File: src/rtl/regfile_pkg.sv
// Shared types and default sizes for the multi-port register file and its dump engine.
package regfile_pkg;

   localparam int unsigned REGFILE_XLEN = 32;
   localparam int unsigned REGFILE_NREG = 32;

   typedef enum logic [1:0] {
      StIdle,
      StScan,
      StDone
   } dump_state_e;

endpackage

File: src/rtl/regfile_dump_fsm.sv
// Register dump engine: walks dump_idx from 0 to NREG-1 over a valid/ready channel, then
// pulses dump_done for one cycle. Register contents are muxed in by the parent.
module regfile_dump_fsm
   import regfile_pkg::*;
#(
   parameter int unsigned  NREG = REGFILE_NREG,
   localparam int unsigned AW   = $clog2(NREG)
) (
   input  logic          clk,
   input  logic          rst_b,
   input  logic          dump_req_i,
   input  logic          dump_ready_i,
   output logic          dump_valid_o,
   output logic [AW-1:0] dump_idx_o,
   output logic          dump_busy_o,
   output logic          dump_done_o
);

   localparam logic [AW-1:0] LastIdx = AW'(NREG - 1);

   dump_state_e   state_q;
   logic [AW-1:0] idx_q;
   logic          valid_q;
   logic          busy_q;
   logic          done_q;

   always_ff @(posedge clk or negedge rst_b) begin
      if (!rst_b) begin
         state_q <= StIdle;
         idx_q   <= '0;
         valid_q <= 1'b0;
         busy_q  <= 1'b0;
         done_q  <= 1'b0;
      end else begin
         unique case (state_q)
            StIdle: begin
               done_q <= 1'b0;
               if (dump_req_i) begin
                  state_q <= StScan;
                  idx_q   <= '0;
                  valid_q <= 1'b1;
                  busy_q  <= 1'b1;
               end
            end
            StScan: begin
               // idx stays put on the final beat so it never runs past NREG-1.
               if (valid_q && dump_ready_i) begin
                  if (idx_q == LastIdx) begin
                     state_q <= StDone;
                     valid_q <= 1'b0;
                     done_q  <= 1'b1;
                  end else begin
                     idx_q <= idx_q + 1'b1;
                  end
               end
            end
            StDone: begin
               state_q <= StIdle;
               done_q  <= 1'b0;
               busy_q  <= 1'b0;
            end
            default: begin
               state_q <= StIdle;
               valid_q <= 1'b0;
               busy_q  <= 1'b0;
               done_q  <= 1'b0;
            end
         endcase
      end
   end

   assign dump_valid_o = valid_q;
   assign dump_idx_o   = idx_q;
   assign dump_busy_o  = busy_q;
   assign dump_done_o  = done_q;

endmodule

File: src/rtl/regfile_mp.sv
// Multi-port register file: NRD combinational reads, NWR prioritised writes, optional zero r0
// and a streaming dump port. Define REGFILE_BYPASS_EN to forward same-cycle writes to reads.
module regfile_mp
   import regfile_pkg::*;
#(
   parameter int unsigned  XLEN    = REGFILE_XLEN,
   parameter int unsigned  NREG    = REGFILE_NREG,
   parameter int unsigned  NRD     = 2,
   parameter int unsigned  NWR     = 1,
   parameter bit           ZERO_R0 = 1'b1,
   localparam int unsigned AW      = $clog2(NREG)
) (
   input  logic                     clk,
   input  logic                     rst_b,
   input  logic [NRD-1:0][AW-1:0]   rd_addr_i,
   output logic [NRD-1:0][XLEN-1:0] rd_data_o,
   input  logic [NWR-1:0]           wr_en_i,
   input  logic [NWR-1:0][AW-1:0]   wr_addr_i,
   input  logic [NWR-1:0][XLEN-1:0] wr_data_i,
   input  logic                     dump_req_i,
   output logic                     dump_valid_o,
   input  logic                     dump_ready_i,
   output logic [AW-1:0]            dump_idx_o,
   output logic [XLEN-1:0]          dump_data_o,
   output logic                     dump_busy_o,
   output logic                     dump_done_o
);

   logic [NREG-1:0][XLEN-1:0] regs_q;
   logic [NREG-1:0][XLEN-1:0] regs_d;
   logic [AW-1:0]             dump_idx;

   always_comb begin
      regs_d = regs_q;
      // Ports are applied in ascending order, so the highest-numbered port wins a collision.
      for (int unsigned w = 0; w < NWR; w++) begin
         if (wr_en_i[w] && !(ZERO_R0 && (wr_addr_i[w] == '0))) begin
            regs_d[wr_addr_i[w]] = wr_data_i[w];
         end
      end
   end

   always_ff @(posedge clk or negedge rst_b) begin
      if (!rst_b) begin
         regs_q <= '0;
      end else begin
         regs_q <= regs_d;
      end
   end

   always_comb begin
      rd_data_o = '0;
      for (int unsigned p = 0; p < NRD; p++) begin
         rd_data_o[p] = regs_q[rd_addr_i[p]];
`ifdef REGFILE_BYPASS_EN
         for (int unsigned w = 0; w < NWR; w++) begin
            if (wr_en_i[w] && (wr_addr_i[w] == rd_addr_i[p])) begin
               rd_data_o[p] = wr_data_i[w];
            end
         end
`endif
         if (ZERO_R0 && (rd_addr_i[p] == '0)) begin
            rd_data_o[p] = '0;
         end
      end
   end

   regfile_dump_fsm #(
      .NREG (NREG)
   ) u_dump_fsm (
      .clk          (clk),
      .rst_b        (rst_b),
      .dump_req_i   (dump_req_i),
      .dump_ready_i (dump_ready_i),
      .dump_valid_o (dump_valid_o),
      .dump_idx_o   (dump_idx),
      .dump_busy_o  (dump_busy_o),
      .dump_done_o  (dump_done_o)
   );

   // Dump shows live storage (never bypassed), so a stalled beat picks up writes next cycle.
   assign dump_idx_o  = dump_idx;
   assign dump_data_o = (ZERO_R0 && (dump_idx == '0)) ? '0 : regs_q[dump_idx];

endmodule

File: config.mk
export PLATFORM = sky130hd
export DESIGN_NAME = regfile_mp
export DESIGN_NICKNAME = d
export VERILOG_FILES = /design/src/rtl/regfile_pkg.sv /design/src/rtl/regfile_dump_fsm.sv /design/src/rtl/regfile_mp.sv
export SDC_FILE = /design/constraint.sdc
export NUM_CORES = 2
export LEC_CHECK = 0
export BUFFER_PORTS_ARGS = -buffer_cell sky130_fd_sc_hd__buf_2
export CAP_MARGIN = 20
export CORE_MARGIN = 2
export CORE_UTILIZATION = 35
export CTS_CLUSTER_DIAMETER = 150
export DETAILED_ROUTE_END_ITERATION = 10
export GPL_ROUTABILITY_DRIVEN = 0
export PLACE_DENSITY_LB_ADDON = 0.3
export SYNTH_ARGS = -nofsm -noshare
export SYNTH_HDL_FRONTEND = slang
export SYNTH_SLANG_ARGS = --single-unit
File: constraint.sdc
create_clock -name clk -period 2.7 [get_ports clk]
set_clock_uncertainty 0.1 [all_clocks]
set_input_delay 0.405 -clock clk [delete_from_list [all_inputs] [get_ports clk]]
set_output_delay 0.405 -clock clk [all_outputs]
set_load 0.05 [all_outputs]
## After elaboration in Yosys (flattened, before gate mapping)

Cells that the tools add are included.

- Register bits: 1,034
- Bits of input ports: 52
- Output and inout port bits: 104
- Word-level logic and storage cells: 95

- Multiplexer cells: 28
- $lt $le $gt $ge: 5
- Reduce and logical (&&, ||, !) cells: 15
- Add/subtract/negate cells: 1
- Bitwise gates (word level): 2
- Equality and inequality tests: 7

Operator list:

| kind | number |
|---|---|
| 1024-bit bitwise mux | 1 |
| 32-bit binary-select mux with 5-bit select | 3 |
| 32-bit 2-to-1 mux | 7 |
| 32-bit demux with 5-bit select | 1 |
| 5-bit by 6-bit < comparator with 1-bit output, second input constant | 4 |
| 5-bit zero test | 4 |
| 5-bit 2-to-1 mux | 3 |
| 5-bit one-hot mux with 2 select lines | 1 |
| 4-bit AND reduction | 2 |
| 1-bit 2-to-1 mux | 6 |
| 2-bit 2-to-1 mux | 3 |
| 5-bit by 1-bit adder with 5-bit output, second input constant | 1 |
| 5-bit == test, second input constant | 1 |
| 5-bit by 1-bit greater-or-equal comparator with 1-bit output, second input constant | 1 |
| 2-bit by 1-bit inequality test with 1-bit output, second input constant | 2 |
| 2-bit inequality test, second input constant | 2 |
| 2-bit one-hot mux with 2 select lines | 1 |
| 2-bit AND reduction | 2 |
| 1-bit logical AND | 3 |
| 1-bit one-hot mux with 3 select lines | 1 |
| 3-bit AND reduction | 1 |
| 2-bit by 1-bit == test with 1-bit output, second input constant | 1 |
| 2-bit == test, second input constant | 1 |
| 2-bit zero test | 1 |
| other kinds (4) | 5 |

## Longest topological paths before layout

- Depth in word-level cells: 5
- Mapped depth: 12
- Mapped depth without buffers: 7

## Cells and area by module

From an unflattened synthesis, not the netlist that was laid out.

- Cells, all modules: 4,469
- Area total of the unflattened synthesis: 63,302.0 sq um

Modules (own cells, without submodules):

| module | instances | sequential area each (sq um) | area each (sq um) | cells an instance |
|---|---|---|---|---|
| regfile_mp | 1 | 25,624.6 | 62,815.2 | 4,421 |
| regfile_dump_fsm | 1 | 250.2 | 486.7 | 48 |

## Worst setup path before layout

OpenSTA, ideal clock, no wires.

- Kind: reg2out
- Start: reg u_dump_fsm.idx_q[0] (netlist: u_dump_fsm.dump_idx_o[0])
- End: out dump_data_o[13]
- Slack: -1.239 ns
- Cell stages (with the launch flop): 11
- Buffers on the path: 5
- Data required time: 2.195 ns
- Arrival time: 3.434 ns
- Cells stage by stage: dfrtp_1 buf_2 buf_6 buf_4 buf_6 buf_2 inv_1 ha_1 nor3_1 a22oi_1 a211oi_1

- Word-level cells in the longest chain between the ends: 3
- Elaborated cells on any way between the ends: 4
- Classes of those cells: mux (3); reduce/logical (1)

RTL lines:

| item | RTL line | text |
|---|---|---|
| start, declared | regfile_dump_fsm.sv:22 | `logic [AW-1:0] idx_q;` |
| start signal, assigned | regfile_dump_fsm.sv:53 | `idx_q <= idx_q + 1'b1;` |
| 32-bit binary-select mux with 5-bit select | regfile_mp.sv:83 | `assign dump_data_o = (ZERO_R0 && (dump_idx == '0)) ? '0 : regs_q[dump_idx];` |
| 32-bit 2-to-1 mux (not written as such) | regfile_mp.sv:83 |  |
| 32-bit 2-to-1 mux * | regfile_mp.sv:83 |  |
| end, declared | regfile_mp.sv:24 | `output logic [XLEN-1:0] dump_data_o,` |

Every way passes the cells marked *; elsewhere a longest branch is shown, timed or not. The select of a mux whose other input is x is not followed.

## Final worst setup path

- Start: reg u_dump_fsm.idx_q[0] (netlist: u_dump_fsm.dump_idx_o[0])
- End: out dump_data_o[3]

The elaborated chain is that of the path after synthesis.

==> impl_results.md <==
* Vias at 45600
* Max rail drop VDD at 552 uV
* Worst R2R Path Depth at 10
* I/O pin total at 156
* Max H-tree Level at 3
* # rows at 155
* CP startpoint: u_dump_fsm.dump_idx_o[0]
* Clk_lat worst skew at 0.74 ns
* Crit path launch type: flop
* Crit. End Element: output port
* Flops & latches, synth at 1034
* Tmin final at 3.63 ns
* Die Ht at 427 um
* Initial core utilization at 0.352
* FFs w/ async S/R, synth at 1.00
* Post-Place Cells at 6821
* Hpwl dp at 164 mm
* Synth top cells by count: 1034 x dfrtp_1, 992 x mux2_2, 684 x mux4_2
* Data arrival time of the worst path at 3.13 ns
* Worst slew pin tran at 0.873 ns
* Top FF cell, synth: dfrtp_1
* Finished Layout Cells at 7177
* Syn Inst Count at 4197
* Post-route ant nets at 0
* Switching power at 25.7 mW
* Clock power frac at 0.233
* IO buf count at 155
* Initial DRC Count at 5197
* Clk buf depth at 3
* Slew Limit Fails at 0
* CTS buffer count at 113
* Power, Total at 71.3 mW
* Drt via density at 6.36
* Sequential share of the synthesized area at 0.413
* Placeable Area at 178000 um2
* Finish-stage setup viols at 96
* Crit-path slowest cell: dfrtp_4
* Total congestion overflow at 0
* First-pass GRT wire length at 355 mm
* Status: complete, but fails checks
* Mapped Area at 62700 um2
* Drt total wl at 249 mm
* Top cell type by total area after synthesis: dfrtp_1
* Post-synth EDFFs at 0
* Post-synth top area share at 0.413
* Clock root buffer master: clkbuf_16
* Share of cells above drive strength 1 at 0.645
* Crit Path Category: reg2out
* Max Cap Viol at 0
* Final worst-path cycle share at 1.34
* Syn Nets at 4252
* Final Hold Fails at 0
* Routed length per instance at 34.7 um
* CTS tree: built
* Initial antenna violation count at 17
* Most frequent CP cell: buf_12
* Int Power at 45.6 mW
* Die area at 183000 um2
* RSZ-0062 raised after global routing: true
* Synth-to-layout area growth at 28.0%
* Nets at 4776
* Failing checks: negative setup slack
* Most common cell in the synthesized netlist: dfrtp_1
* HP Class: in2async
* Logic gate share of total power at 0.463
* Vias in the first global route at 46400
* DRC at 0
* Worst-path clk slew at 0.06 ns
* Leakage at 33.9 nW
* Largest net degree at the start of global routing at 104
* Flop pwr share at 0.303
* Net Sw Frac at 0.361
* Worst r2r src: u_dump_fsm.dump_idx_o[1]
* Dominant cells by area after synthesis: dfrtp_1 41%, mux4_2 25%, mux2_2 18%
* R2R setup slack at 0.08 ns
* Power Dens Cells at 889 nW/um2
* Max_slew headroom at 0.414
* GRT Overall Usage at 0.271
* Post-synth cell types at 44
* Clock Sinks at 1034
* Synth warn at 0
* WHS at 0.0812 ns
* Worst endpoint required time at 2.19 ns
* Fmax at 0.275 GHz
* DRT Pass-1 Iters at 5
* Die Width at 427 um
* Worst r2r dst: u_dump_fsm.dump_idx_o[1]
* Critical Path Fanout Max at 6
* Crit-path max cell delay at 0.50 ns
* Critical Path, Cell by Cell: buf_12, buf_8, buf_12, buf_16, buf_12, mux4_2, mux2i_1, o22ai_1, or2_4, buf_12
* Fillers at 15500
* Mean Syn Cell Area at 14.9 um2
* PnR worst setup slack at -0.931 ns
-- metrics by stage --
step                      setup slack [ns]  TNS (ns)  cell area, um2  utilization
after floorplan                    -0.0952     -1.23           63900            -
after global placement              -0.495    -20.46           73400        0.412
after detailed placement            -0.509    -21.52           73400        0.412
after CTS                           -0.964    -46.27           79500        0.446
after global routing                -0.965    -47.28           80300        0.450
final                               -0.931    -42.48           80300        0.450
-- power by group through the flow --
stage	clock network, mW	logic [mW]	registers [mW]
6_report	16.6	33.1	21.6
4_1_cts	16.9	32.0	21.4
5_1_grt	17.5	34.3	22.0
3_5_place_dp	0	29.3	21.8
3_3_place_gp	0	29.1	21.7
2_1_floorplan	0	19.0	20.7
-- how the worst max path moves through the flow --
stage,endpoint,slack (ns)
6_report,dump_data_o[3],-0.93
5_1_grt,dump_data_o[3],-0.97
4_1_cts,dump_data_o[11],-0.96
3_5_place_dp,rd_data_o[49],-0.51
3_3_place_gp,rd_data_o[49],-0.50
2_1_floorplan,dump_data_o[13],-0.1
-- flip-flops by register name (all words and copies together), names as in the netlist --
register	cells
u_dump_fsm.dump_done_o	1
u_dump_fsm.state_q	2
u_dump_fsm.dump_idx_o	5
u_dump_fsm.dump_busy_o	1
u_dump_fsm.dump_valid_o	1
regs_q	1024
-- per-layer routing --
layer | vias to the layer above | share of wire | routed length [um] | track usage
met5 | - | 0.00051 | 126 | 0
met4 | 18 | 0.056 | 14100 | 0.134
met3 | 571 | 0.082 | 20500 | 0.0512
met2 | 2410 | 0.46 | 116000 | 0.423
met1 | 24700 | 0.40 | 98600 | 0.362
li1 | 17900 | - | - | -
-- cells by family after synthesis --
kind of cell	Yosys count	share of synthesized area
buffers and inverters	522	0.0388
adders and majority gates	3	0.000599
and+or+nand+nor	209	0.0181
muxes	2023	0.479
DFF	1034	0.413
AOI/OAI and AO/OA	406	0.0505
-- critical path: cells and delay by family (launching register included) --
| family | cells | cell delay [ns] |
|---|---|---|
| AO/OA/AOI/OAI | 1 | 0.11 |
| AND/OR/NAND/NOR | 1 | 0.28 |
| buffers and inverters | 6 | 0.86 |
| multiplexers | 2 | 0.62 |
| flip-flops | 1 | 0.50 |
-- final cells by class --
class | count | area [um2] | share of cell area
timing repair buffer | 925 | 10700 | 0.134
inverter | 6 | 27.5 | 0.000343
multi-input combinational | 2641 | 36800 | 0.458
clock inverter | 49 | 629 | 0.00784
antenna | 7 | 17.5 | 0.000218
sequential | 1034 | 25900 | 0.322
clock buffer | 160 | 3280 | 0.0408
tap | 2355 | 2950 | 0.0367
-- timing repair --
item,4_1_cts,5_1_grt
buffers inserted,119,28
hold buffers,3,0
gates cloned,7,4
hold endpoints to repair,374,0
pin swaps,148,64
endpoints found under the setup margin,101,99
resized for setup,293,103
-- placed cells by master, fill, tap and decap left out, drive strengths merged, types with 10 or more instances in the layout --
cell type / count
a211oi: 81
a2111oi: 32
o221ai: 69
inv: 10
a22o: 94
nor3: 60
or2: 25
mux4: 684
mux2: 999
mux2i: 340
nor2b: 37
nor2: 24
o22ai: 82
bufinv: 14
buf: 917
dfrtp: 1034
a22oi: 15
nand2: 24
clkinv: 25
clkbuf: 165
a221oi: 10
Note: power is estimated with default switching activity, not from simulation.
